===== config.mk =====
export PLATFORM = sky130hd
export DESIGN_NAME = input_debounce_flat
export DESIGN_NICKNAME = d
export VERILOG_FILES = /design/src/rtl/input_debounce_pkg.sv /design/src/rtl/input_debounce_if.sv /design/src/rtl/input_debounce_ch.sv /design/src/rtl/input_debounce.sv /design/src/flat_wrapper.sv
export SDC_FILE = /design/constraint.sdc
export NUM_CORES = 1
export LEC_CHECK = 0
export ABC_CLOCK_PERIOD_IN_PS = 3100
export CAP_MARGIN = 20
export CORE_AREA = 2 2 39 41
export DETAILED_ROUTE_END_ITERATION = 12
export DIE_AREA = 0 0 41 43
export SLEW_MARGIN = 20
export SYNTH_ARGS = -nofsm -noshare
export SYNTH_HDL_FRONTEND = slang
export SYNTH_SLANG_ARGS = --single-unit

===== constraint.sdc =====
create_clock -name DB_i_clk -period 3.1 [get_ports DB_i_clk]
set_clock_uncertainty 0.2 [all_clocks]
set_input_delay 0.31 -clock DB_i_clk [delete_from_list [all_inputs] [get_ports DB_i_clk]]
set_output_delay 0.31 -clock DB_i_clk [all_outputs]
set_load 0.02 [all_outputs]

===== src/rtl/input_debounce_pkg.sv =====
// Shared constants and helpers for the two-channel input debouncer.
// Optional edge-pulse outputs are enabled by defining DB_EDGE_PULSE_EN.
package debounce_pkg;

  localparam int DB_N_CH             = 2;
  localparam int DB_DEBOUNCE_DEFAULT = 4;

  typedef logic [DB_N_CH-1:0] db_vec_t;

  // Counter width for a given window; a one-cycle window still needs one bit.
  function automatic int db_cnt_w(input int cycles);
    return (cycles <= 2) ? 1 : $clog2(cycles);
  endfunction

endpackage


===== src/rtl/input_debounce_if.sv =====
// Raw/debounced level bundle between the board pins and the logic_test operands.
// With DB_EDGE_PULSE_EN defined the bundle also carries rise/fall pulses.
interface input_debounce_if;
  import debounce_pkg::*;

  db_vec_t DB_i_raw;
  db_vec_t DB_o_level;
`ifdef DB_EDGE_PULSE_EN
  db_vec_t DB_o_rise;
  db_vec_t DB_o_fall;

  modport master (output DB_i_raw, input DB_o_level, input DB_o_rise, input DB_o_fall);
  modport slave  (input DB_i_raw, output DB_o_level, output DB_o_rise, output DB_o_fall);
`else
  modport master (output DB_i_raw, input DB_o_level);
  modport slave  (input DB_i_raw, output DB_o_level);
`endif

endinterface


===== src/rtl/input_debounce_ch.sv =====
// One debounce channel: 2-flop synchronizer, stability counter, registered level.
// With DB_EDGE_PULSE_EN defined, also registered one-cycle rise/fall pulses.
module debounce_ch #(
  parameter int DEBOUNCE_CYCLES = 4,
  parameter int CNT_W           = 2
) (
  input  logic i_clk,
  input  logic i_rst_n,
  input  logic i_raw,
  output logic o_level
`ifdef DB_EDGE_PULSE_EN
  ,
  output logic o_rise,
  output logic o_fall
`endif
);

  localparam logic [CNT_W-1:0] CNT_MAX = CNT_W'(DEBOUNCE_CYCLES - 1);

  logic             r_s1;
  logic             r_s2;
  logic [CNT_W-1:0] r_cnt;
  logic             r_level;

  // Any cycle where s2 agrees with the held level restarts the window.
  always_ff @(posedge i_clk or negedge i_rst_n) begin
    if (!i_rst_n) begin
      r_s1    <= 1'b0;
      r_s2    <= 1'b0;
      r_cnt   <= '0;
      r_level <= 1'b0;
    end else begin
      r_s1 <= i_raw;
      r_s2 <= r_s1;
      if (r_s2 == r_level) begin
        r_cnt <= '0;
      end else if (r_cnt == CNT_MAX) begin
        r_level <= r_s2;
        r_cnt   <= '0;
      end else begin
        r_cnt <= r_cnt + CNT_W'(1);
      end
    end
  end

  assign o_level = r_level;

`ifdef DB_EDGE_PULSE_EN
  logic r_level_d;
  logic r_rise;
  logic r_fall;

  // Delayed copy resets to 0 so leaving reset never looks like an edge.
  always_ff @(posedge i_clk or negedge i_rst_n) begin
    if (!i_rst_n) begin
      r_level_d <= 1'b0;
      r_rise    <= 1'b0;
      r_fall    <= 1'b0;
    end else begin
      r_level_d <= r_level;
      r_rise    <= r_level & ~r_level_d;
      r_fall    <= ~r_level & r_level_d;
    end
  end

  assign o_rise = r_rise;
  assign o_fall = r_fall;
`endif

endmodule


===== src/rtl/input_debounce.sv =====
// Two independent debounce channels feeding logic_test's LT_i_0 / LT_i_1.
// Define DB_EDGE_PULSE_EN to add the DB_o_rise / DB_o_fall pulse outputs.
module input_debounce
  import debounce_pkg::*;
#(
  parameter int DEBOUNCE_CYCLES = DB_DEBOUNCE_DEFAULT,
  parameter int CNT_W           = db_cnt_w(DEBOUNCE_CYCLES)
) (
  input  logic             DB_i_clk,
  input  logic             DB_i_rst_n,
  input_debounce_if.slave  db
);

  // Bit 0 drives LT_i_0, bit 1 drives LT_i_1.
  debounce_ch #(
    .DEBOUNCE_CYCLES (DEBOUNCE_CYCLES),
    .CNT_W           (CNT_W)
  ) u_ch0 (
    .i_clk   (DB_i_clk),
    .i_rst_n (DB_i_rst_n),
    .i_raw   (db.DB_i_raw[0]),
    .o_level (db.DB_o_level[0])
`ifdef DB_EDGE_PULSE_EN
    ,
    .o_rise  (db.DB_o_rise[0]),
    .o_fall  (db.DB_o_fall[0])
`endif
  );

  debounce_ch #(
    .DEBOUNCE_CYCLES (DEBOUNCE_CYCLES),
    .CNT_W           (CNT_W)
  ) u_ch1 (
    .i_clk   (DB_i_clk),
    .i_rst_n (DB_i_rst_n),
    .i_raw   (db.DB_i_raw[1]),
    .o_level (db.DB_o_level[1])
`ifdef DB_EDGE_PULSE_EN
    ,
    .o_rise  (db.DB_o_rise[1]),
    .o_fall  (db.DB_o_fall[1])
`endif
  );

endmodule


===== src/flat_wrapper.sv =====
// flat-port wrapper written by rule: the top's interface ports become plain ports
module input_debounce_flat import debounce_pkg::*;
#(
  parameter int DEBOUNCE_CYCLES = DB_DEBOUNCE_DEFAULT,
  parameter int CNT_W           = db_cnt_w(DEBOUNCE_CYCLES)
)
  (DB_i_clk, DB_i_rst_n, db_DB_i_raw, db_DB_o_level);
  input_debounce_if db_i ();
  input  logic DB_i_clk;
  input  logic DB_i_rst_n;
  input wire logic [$bits(db_i.DB_i_raw)-1:0] db_DB_i_raw;
  output wire logic [$bits(db_i.DB_o_level)-1:0] db_DB_o_level;
  assign db_i.DB_i_raw = db_DB_i_raw;
  assign db_DB_o_level = db_i.DB_o_level;
  input_debounce #(.DEBOUNCE_CYCLES(DEBOUNCE_CYCLES), .CNT_W(CNT_W)) u_core (.DB_i_clk(DB_i_clk), .DB_i_rst_n(DB_i_rst_n), .db(db_i));
endmodule

==> flow_metrics.py, run 1 <==
metrics = {
    "status": {
        "outcome": "finished clean",
    },
    "synth": {
        "yosysWarnings": 0,
        "ys_seq_area_frac": 0.685,
        "ys_ff_latch": 10,
        "yosys.area_share.xor_xnor": 0.0479,
        "synth_top_area_share": 0.685,
        "syn_area_per_cell_um2": 16.6,
        "synth_area_leader_cell": "dfrtp_1",
        "synth_mux_area_frac": 0.0616,
        "ys_top_cells_by_area": "dfrtp_1 (68%), ha_1 (6.8%), mux2_1 (6.2%)",
        "synth_area_um2": 365,
        "synth_cell_types": 10,
        "synthCells": 22,
        "synth_compound_area_frac": 0,
        "synth_top_family_by_area": "simple AND/OR/NAND/NOR gates",
        "syn_nets": 28,
        "synth_fa_ha_area_frac": 0.0685,
        "yosys.area_share.simple": 0.0959,
    },
    "finish": {
        "final_nets": 36,
        "num-fill-cells": 136,
        "syn_to_final_growth_pct": 25.0,
        "diodes": 0,
        "layout-drive-gt1-share": 0.207,
    },
    "drt": {
        "routed_wl_um": 458,
        "ant_nets": 0,
        "route.detailed.drc": 0,
        "wl_per_cell_um": 10.2,
        "first_pass_iters": 2,
        "viasPerCell": 4.02,
        "num_vias": 181,
        "drt_iter0_markers": 5,
    },
    "critical_path": {
        "critPathKind": "flip-flop to primary output",
        "reg2reg_from": "u_core.u_ch0.r_cnt[0]",
        "r2r_cells": 2,
        "cp-start-kind": "flip-flop",
        "endpoint_kind": "primary output",
        "crit_start": "u_core.u_ch1.o_level",
        "max_stage_delay_ns": 0.61,
        "critPathCapture": "db_DB_o_level[1]",
        "critPathSlowestCell": "clkdlybuf4s50_1",
        "r2r_end": "u_core.u_ch0.o_level",
        "critical_path_required_ns": 2.59,
        "crit_buf_inv": 1,
        "r2r_slack_ns": 1.84,
        "path_depth": 1,
        "critPathArrivalTime_ns": 1.25,
        "crit_chain": "clkdlybuf4s50_1",
        "cp_top_family": "buffers and inverters",
        "worstPathMaxFanout": 3,
    },
    "timing": {
        "finalSetupViolations": 0,
        "slew_viol_final": 0,
        "hold_viol_final": 0,
        "finalWorstSetupSlack_ns": 1.34,
        "hold_slack_ns": 0.150,
        "slew_headroom": 0.718,
        "max_freq_ghz": 0.570,
        "worst_pin_slew_ns": 0.421,
        "rsz0062_at_grt": "false",
        "tns_ns": 0,
        "min_period_ns": 1.76,
        "fin_crit_sh": 0.566,
    },
    "floorplanning": {
        "die_w_um": 41,
        "rows": 14,
        "dieArea_um2": 1760,
        "dieHeight_um": 43,
        "core_um2": 1380,
        "ios": 6,
        "initial_core_util": 0.264,
    },
    "worst_hold_path": {
        "hold_path.class": "primary input to asynchronous set/reset pin",
    },
    "clock_tree": {
        "cts_resized": 0,
        "cts_tree": "built",
        "clkTransAtPathRegs_ns": 0.06,
        "clock_sinks": 10,
        "cts_buffers": 3,
        "cts_htree_levels": 1,
        "cts_root_buf": "clkbuf_4",
        "cts_setup_buffers": 0,
        "ctsHoldBuffers": 0,
        "clk_latency_ns": 0.26,
        "clock_path_buffers": 2,
    },
    "flow_run": {
        "cap_violations": 0,
    },
    "placement": {
        "port_buffers": 5,
        "post-place-ws_ns": 1.62,
        "place_congestion": 0.627,
    },
    "global_routing": {
        "grt-ovfl-total": 0,
        "grt_start_max_net_pins": 11,
        "grt_pass1_vias": 230,
        "grt_usage": 0.0797,
        "antenna_found_initial": 0,
        "grt_pass1_wl_um": 869,
    },
    "power": {
        "power_density_nw_per_um2": 925,
        "ir_worst_vdd_mv": 0.236,
        "p_leak_nw": 0.209,
        "p_total_w": 0.000422,
    },
}
## worst min-delay path by stage
stage / start / end / slack, ns / depth (start not counted)
floorplan: DB_i_rst_n / u_core.u_ch0.o_level / -0.19 / 0
global placement: u_core.u_ch1.r_s1 / u_core.u_ch1.r_s2 / 0.14 / 0
detailed placement: u_core.u_ch0.r_s1 / u_core.u_ch0.r_s2 / 0.14 / 0
CTS: DB_i_rst_n / u_core.u_ch1.r_cnt[1] / 0.16 / 1
global route: DB_i_rst_n / u_core.u_ch1.r_cnt[0] / 0.17 / 1
finish: DB_i_rst_n / u_core.u_ch1.r_s1 / 0.15 / 1
## metrics by stage
| stage | cell area [um2] | instances | utilization |
|---|---|---|---|
| 6_report | 457 | 45 | 0.330 |
| 5_1_grt | 457 | 45 | 0.330 |
| 4_1_cts | 457 | 45 | 0.330 |
| 3_5_place_dp | 420 | 41 | 0.304 |
| 3_3_place_gp | 420 | 41 | 0.304 |
| 2_1_floorplan | 365 | 22 | - |
## kinds of logic (layout without fill, tap and decap cells)
| kind of cell | after synthesis | count (layout) |
|---|---|---|
| flip-flops | 10 | 10 |
| AND/OR/NAND/NOR | 4 | 4 |
| adder cells (fa/ha/maj) | 2 | 2 |
| XOR/XNOR | 2 | 2 |
| multiplexers | 2 | 2 |
| buffers and inverters | 2 | 9 |
## metal layers
metal  vias up  track usage  wire [um]  part of all wire
met4         0       0.0800          0                 0
met2         3        0.119        284              0.62
li1         85            -          -                 -
met5         -            0          0                 0
met3         0       0.0314         18             0.039
met1        93       0.0748        155              0.34
## Yosys cell counts (all sizes together)
master  instances
dfrtp          10
buf             2
ha              2
mux2            2
and2            1
nor2b           1
nor3            1
nor3b           1
xnor2           1
xor2            1
## power breakdown
group,internal [W],total (W),switching [W],leakage (nW)
registers,0.000168,0.000192,0.0000242,0.122
clock network,0.0000712,0.000113,0.0000417,0.0210
logic,0.0000661,0.000118,0.0000514,0.0664
total,0.000305,0.000422,0.000117,0.209
## registers in the layout (all words and copies together), names as in the netlist
name                  count
u_core.u_ch1.r_s2         1
u_core.u_ch0.r_s2         1
u_core.u_ch0.r_s1         1
u_core.u_ch0.o_level      1
u_core.u_ch1.r_s1         1
u_core.u_ch1.r_cnt        2
u_core.u_ch1.o_level      1
u_core.u_ch0.r_cnt        2
## cell type report
class	instances	area [um2]	area share
clock buffers	4	36.3	0.0795
multi-input cells	10	100	0.219
flip-flops and latches	10	250	0.548
well taps	16	20.0	0.0438
repair buffers	5	50.0	0.110
## cell usage in the layout (no fill, tap or decap)
cell type / n
nor3b_2: 1
and2_1: 1
clkdlybuf4s50_1: 5
dfrtp_1: 10
xnor2_1: 1
clkbuf_8: 1
clkbuf_4: 3
ha_1: 2
nor2b_1: 1
xor2_1: 1
nor3_2: 1
mux2_1: 2
Power figures use the tool's default switching activity.
==> run 2: changes to the inputs <==
Settings changed: ABC_CLOCK_PERIOD_IN_PS 3100 to 1400.
Clock period 3.1 ns to 1.4 ns, I/O delays scaled along.
==> flow_metrics.py, run 2 (synthesis results as in run 1) <==
metrics = {
    "clock_tree": {
        "cts_htree_levels": 1,
        "cts_buffers": 3,
        "cts_tree": "built",
        "clkTransAtPathRegs_ns": 0.06,
        "cts_setup_buffers": 0,
        "cts_root_buf": "clkbuf_4",
        "clock_sinks": 10,
        "clk_latency_ns": 0.26,
        "clock_path_buffers": 2,
    },
    "finish": {
        "final_common_cell": "dfrtp_1",
        "num-fill-cells": 135,
        "largestRegisters": "u_core.u_ch0.r_cnt x2, u_core.u_ch1.r_cnt x2",
        "layout-drive-gt1-share": 0.200,
        "multi_input_area_um2": 100,
        "syn_to_final_growth_pct": 27.1,
        "mostFrequentLayoutCells": "dfrtp_1 (10), clkbuf_4 (3), clkdlybuf4s50_1 (3)",
        "diodes": 0,
        "final_nets": 37,
        "final_cell_area_um2": 464,
        "register_area_um2": 250,
    },
    "global_routing": {
        "grt_start_max_net_pins": 11,
        "antenna_found_initial": 0,
        "grt_pass1_vias": 231,
        "grt-ovfl-total": 0,
        "grt_pass1_wl_um": 883,
        "grt_usage": 0.0808,
    },
    "drt": {
        "viasPerCell": 4.00,
        "wl_per_cell_um": 9.98,
        "top_layer": "met3",
        "route.detailed.drc": 0,
        "wl_met3_um": 18,
        "routed_wl_um": 459,
        "drt_iter0_markers": 3,
        "first_pass_iters": 3,
        "met2WireLength_um": 280,
        "num_vias": 184,
        "ant_nets": 0,
        "drt-met1-wl_um": 160,
    },
    "critical_path": {
        "max_stage_delay_ns": 0.40,
        "cp-start-kind": "flip-flop",
        "critPathArrivalTime_ns": 0.98,
        "cp_top_family": "flip-flops",
        "critPathKind": "flip-flop to primary output",
        "crit_chain": "dlygate4sd2_1",
        "endpoint_kind": "primary output",
        "critPathSlowestCell": "dfrtp_1",
        "critical_path_required_ns": 1.06,
        "crit_buf_inv": 1,
        "worstPathMaxFanout": 3,
    },
    "timing": {
        "tns_ns": 0,
        "slew_viol_final": 0,
        "worst_pin_slew_ns": 0.423,
        "min_period_ns": 1.32,
        "max_freq_ghz": 0.758,
        "hold_viol_final": 0,
        "fin_crit_sh": 0.942,
        "finalSetupViolations": 0,
        "slew_headroom": 0.717,
        "rsz0062_at_grt": "false",
    },
    "status": {
        "outcome": "finished clean",
    },
    "power": {
        "switching_share": 0.282,
        "internal_power_w": 0.000657,
        "power_density_nw_per_um2": 1970,
        "seq_power_share": 0.464,
        "ir_worst_vdd_mv": 0.517,
        "p_leak_nw": 0.217,
        "p_clk_frac": 0.271,
        "comb_power_share": 0.265,
        "p_sw_w": 0.000258,
    },
    "floorplanning": {
        "rows": 14,
        "dieArea_um2": 1760,
        "core_um2": 1380,
        "ios": 6,
        "die_w_um": 41,
        "initial_core_util": 0.264,
        "dieHeight_um": 43,
    },
    "worst_hold_path": {
        "hold_path.class": "primary input to flip-flop",
    },
    "placement": {
        "place_congestion": 0.627,
        "port_buffers": 5,
        "post_dp_cell_area_um2": 420,
    },
    "flow_run": {
        "cap_violations": 0,
    },
}
[run 2: worst paths after layout]
check	to	slack, ns	depth (start not counted)	from
setup / recovery	db_DB_o_level[1]	0.08	1	u_core.u_ch1.o_level
hold / removal	u_core.u_ch1.r_s1	0.12	1	db_DB_i_raw[1]
setup reg to reg	u_core.u_ch0.o_level	0.14	2	u_core.u_ch0.r_cnt[0]
hold reg to reg	u_core.u_ch1.r_s2	0.16	0	u_core.u_ch1.r_s1
max in group asynchronous	u_core.u_ch0.o_level	0.17	2	DB_i_rst_n
min in group asynchronous	u_core.u_ch1.r_s1	0.53	2	DB_i_rst_n
[run 2: repair_timing]
item,in CTS,in global routing
gates resized for setup,2,0
setup endpoints to repair,2,0
endpoints found under the hold margin,10,0
hold buffers,1,0
[run 2: area by class of cell]
type	count	area share
well taps	16	0.0431
flip-flops and latches	10	0.539
repair buffers	6	0.124
multi-input cells	10	0.216
clock buffers	4	0.0782
[run 2: per-layer routing]
layer	vias up	global-route usage
li1	87	-
met1	94	0.0751
met2	3	0.122
met3	0	0.0314
met4	0	0.0800
met5	-	0
[run 2: power groups by stage]
stage | sequential (W) | combinational [W] | clock [W]
finish | 0.000424 | 0.000243 | 0.000248
global route | 0.000437 | 0.000273 | 0.000278
CTS | 0.000428 | 0.000251 | 0.000260
detailed placement | 0.000434 | 0.000268 | 0
global placement | 0.000424 | 0.000247 | 0
floorplan | 0.000419 | 0.000208 | 0
[run 2: stage by stage]
step	total power (W)	cells	util	setup slack [ns]	hold WS, ns
after global routing	0.000987	46	0.335	0.0309	0.115
final	0.000915	46	0.335	0.0811	0.116
after global placement	0.000671	41	0.304	0.0949	0.136
after detailed placement	0.000703	41	0.304	0.0854	0.136
after floorplan	0.000627	22	-	0.187	-0.356
after CTS	0.000939	46	0.335	0.0632	0.108
==> run 3: changes to the inputs <==
Settings changed: RECOVER_POWER set to 100.
==> flow_metrics.py, run 3 (synthesis results as in run 1) <==
metrics = {
    "floorplanning": {
        "rows": 14,
        "core_um2": 1380,
        "ios": 6,
        "die_w_um": 41,
        "initial_core_util": 0.264,
        "dieHeight_um": 43,
        "dieArea_um2": 1760,
    },
    "drt": {
        "num_vias": 185,
        "route.detailed.drc": 0,
        "ant_nets": 0,
        "viasPerCell": 4.02,
        "wl_per_cell_um": 9.93,
        "routed_wl_um": 457,
        "drt_iter0_markers": 3,
        "first_pass_iters": 3,
    },
    "critical_path": {
        "max_stage_delay_ns": 0.40,
        "cp_top_family": "flip-flops",
        "critPathArrivalTime_ns": 0.98,
        "critPathCapture": "db_DB_o_level[1]",
        "crit_buf_inv": 1,
        "critical_path_required_ns": 1.06,
        "reg2reg_from": "u_core.u_ch0.r_cnt[0]",
        "critPathKind": "flip-flop to primary output",
        "r2r_slack_ns": 0.16,
        "cp-start-kind": "flip-flop",
        "critPathSlowestCell": "dfrtp_1",
        "crit_start": "u_core.u_ch1.o_level",
        "r2r_cells": 2,
        "endpoint_kind": "primary output",
        "worstPathMaxFanout": 3,
        "crit_chain": "dlygate4sd2_1",
        "r2r_end": "u_core.u_ch0.o_level",
        "path_depth": 1,
    },
    "finish": {
        "final_nets": 37,
        "num-fill-cells": 136,
        "layout-drive-gt1-share": 0.133,
        "largestRegisters": "u_core.u_ch0.r_cnt x2, u_core.u_ch1.r_cnt x2",
        "final_common_cell": "dfrtp_1",
        "register_area_um2": 250,
        "diodes": 0,
        "multi_input_area_um2": 90.1,
        "mostFrequentLayoutCells": "dfrtp_1 (10), clkbuf_4 (3), dlygate4sd3_1 (3)",
        "syn_to_final_growth_pct": 24.3,
    },
    "clock_tree": {
        "cts_tree": "built",
        "cts_setup_buffers": 0,
        "cts_htree_levels": 1,
        "cts_buffers": 3,
        "clk_latency_ns": 0.26,
        "clock_sinks": 10,
        "cts_root_buf": "clkbuf_4",
        "clock_path_buffers": 2,
        "clkTransAtPathRegs_ns": 0.06,
    },
    "power": {
        "internal_power_w": 0.000646,
        "p_sw_w": 0.000251,
        "ir_worst_vdd_mv": 0.505,
        "comb_power_share": 0.253,
        "p_clk_frac": 0.277,
        "p_leak_nw": 0.213,
        "switching_share": 0.280,
        "power_density_nw_per_um2": 1970,
        "seq_power_share": 0.469,
    },
    "flow_run": {
        "cap_violations": 0,
    },
    "worst_hold_path": {
        "hold_path.class": "flip-flop to flip-flop",
    },
    "global_routing": {
        "antenna_found_initial": 0,
        "grt_pass1_vias": 231,
        "grt_pass1_wl_um": 883,
        "grt_usage": 0.0808,
        "grt-ovfl-total": 0,
        "grt_start_max_net_pins": 11,
    },
    "timing": {
        "rsz0062_at_grt": "false",
        "worst_pin_slew_ns": 0.422,
        "fin_crit_sh": 0.942,
        "finalWorstSetupSlack_ns": 0.0807,
        "slew_headroom": 0.718,
        "min_period_ns": 1.32,
        "slew_viol_final": 0,
        "finalSetupViolations": 0,
        "max_freq_ghz": 0.758,
        "hold_viol_final": 0,
        "tns_ns": 0,
    },
    "placement": {
        "port_buffers": 5,
        "post-place-ws_ns": 0.0854,
        "place_congestion": 0.627,
    },
    "status": {
        "outcome": "finished clean",
    },
}
## run 3: worst min-delay path by stage
stage | from | slack [ns] | cells past startpoint | endpoint
2_1_floorplan | DB_i_rst_n | -0.36 | 0 | u_core.u_ch0.o_level
3_3_place_gp | u_core.u_ch1.r_s1 | 0.14 | 0 | u_core.u_ch1.r_s2
3_5_place_dp | u_core.u_ch0.r_s1 | 0.14 | 0 | u_core.u_ch0.r_s2
4_1_cts | db_DB_i_raw[1] | 0.11 | 1 | u_core.u_ch1.r_s1
5_1_grt | u_core.u_ch1.r_s1 | 0.17 | 0 | u_core.u_ch1.r_s2
6_report | u_core.u_ch1.r_s1 | 0.16 | 0 | u_core.u_ch1.r_s2
## run 3: layer usage
metal  GRT usage  routed length [um]  up-vias  share of wire
met5           0                   0        -              0
met4      0.0800                   0        0              0
met3      0.0314                  18        0          0.039
met2       0.122                 276        3           0.60
met1      0.0751                 162       94           0.35
li1            -                   -       88              -
## run 3: final cells by class
type	instances	area share
clock buffer	4	0.0799
multi-input combinational	10	0.198
sequential	10	0.551
tap	16	0.0441
timing repair buffer	6	0.127
## run 3: metrics by stage
stage | total power [W] | hold slack (ns) | cells | util | cell area, um2
2_1_floorplan | 0.000627 | -0.356 | 22 | - | 365
3_3_place_gp | 0.000671 | 0.136 | 41 | 0.304 | 420
3_5_place_dp | 0.000703 | 0.136 | 41 | 0.304 | 420
4_1_cts | 0.000939 | 0.108 | 46 | 0.335 | 464
5_1_grt | 0.000967 | 0.166 | 46 | 0.328 | 454
6_report | 0.000896 | 0.156 | 46 | 0.328 | 454
## run 3: power groups by stage
stage          registers (W)  logic (W)  clock network, W
6_report            0.000421   0.000227          0.000248
5_1_grt             0.000432   0.000257          0.000278
4_1_cts             0.000428   0.000251          0.000260
3_5_place_dp        0.000434   0.000268                 0
3_3_place_gp        0.000424   0.000247                 0
2_1_floorplan       0.000419   0.000208                 0
## run 3: timing repair
item	in CTS	in global routing
setup endpoints to repair	2	0
resized for setup	2	0
hold buffers	1	0
hold endpoints to repair	10	0
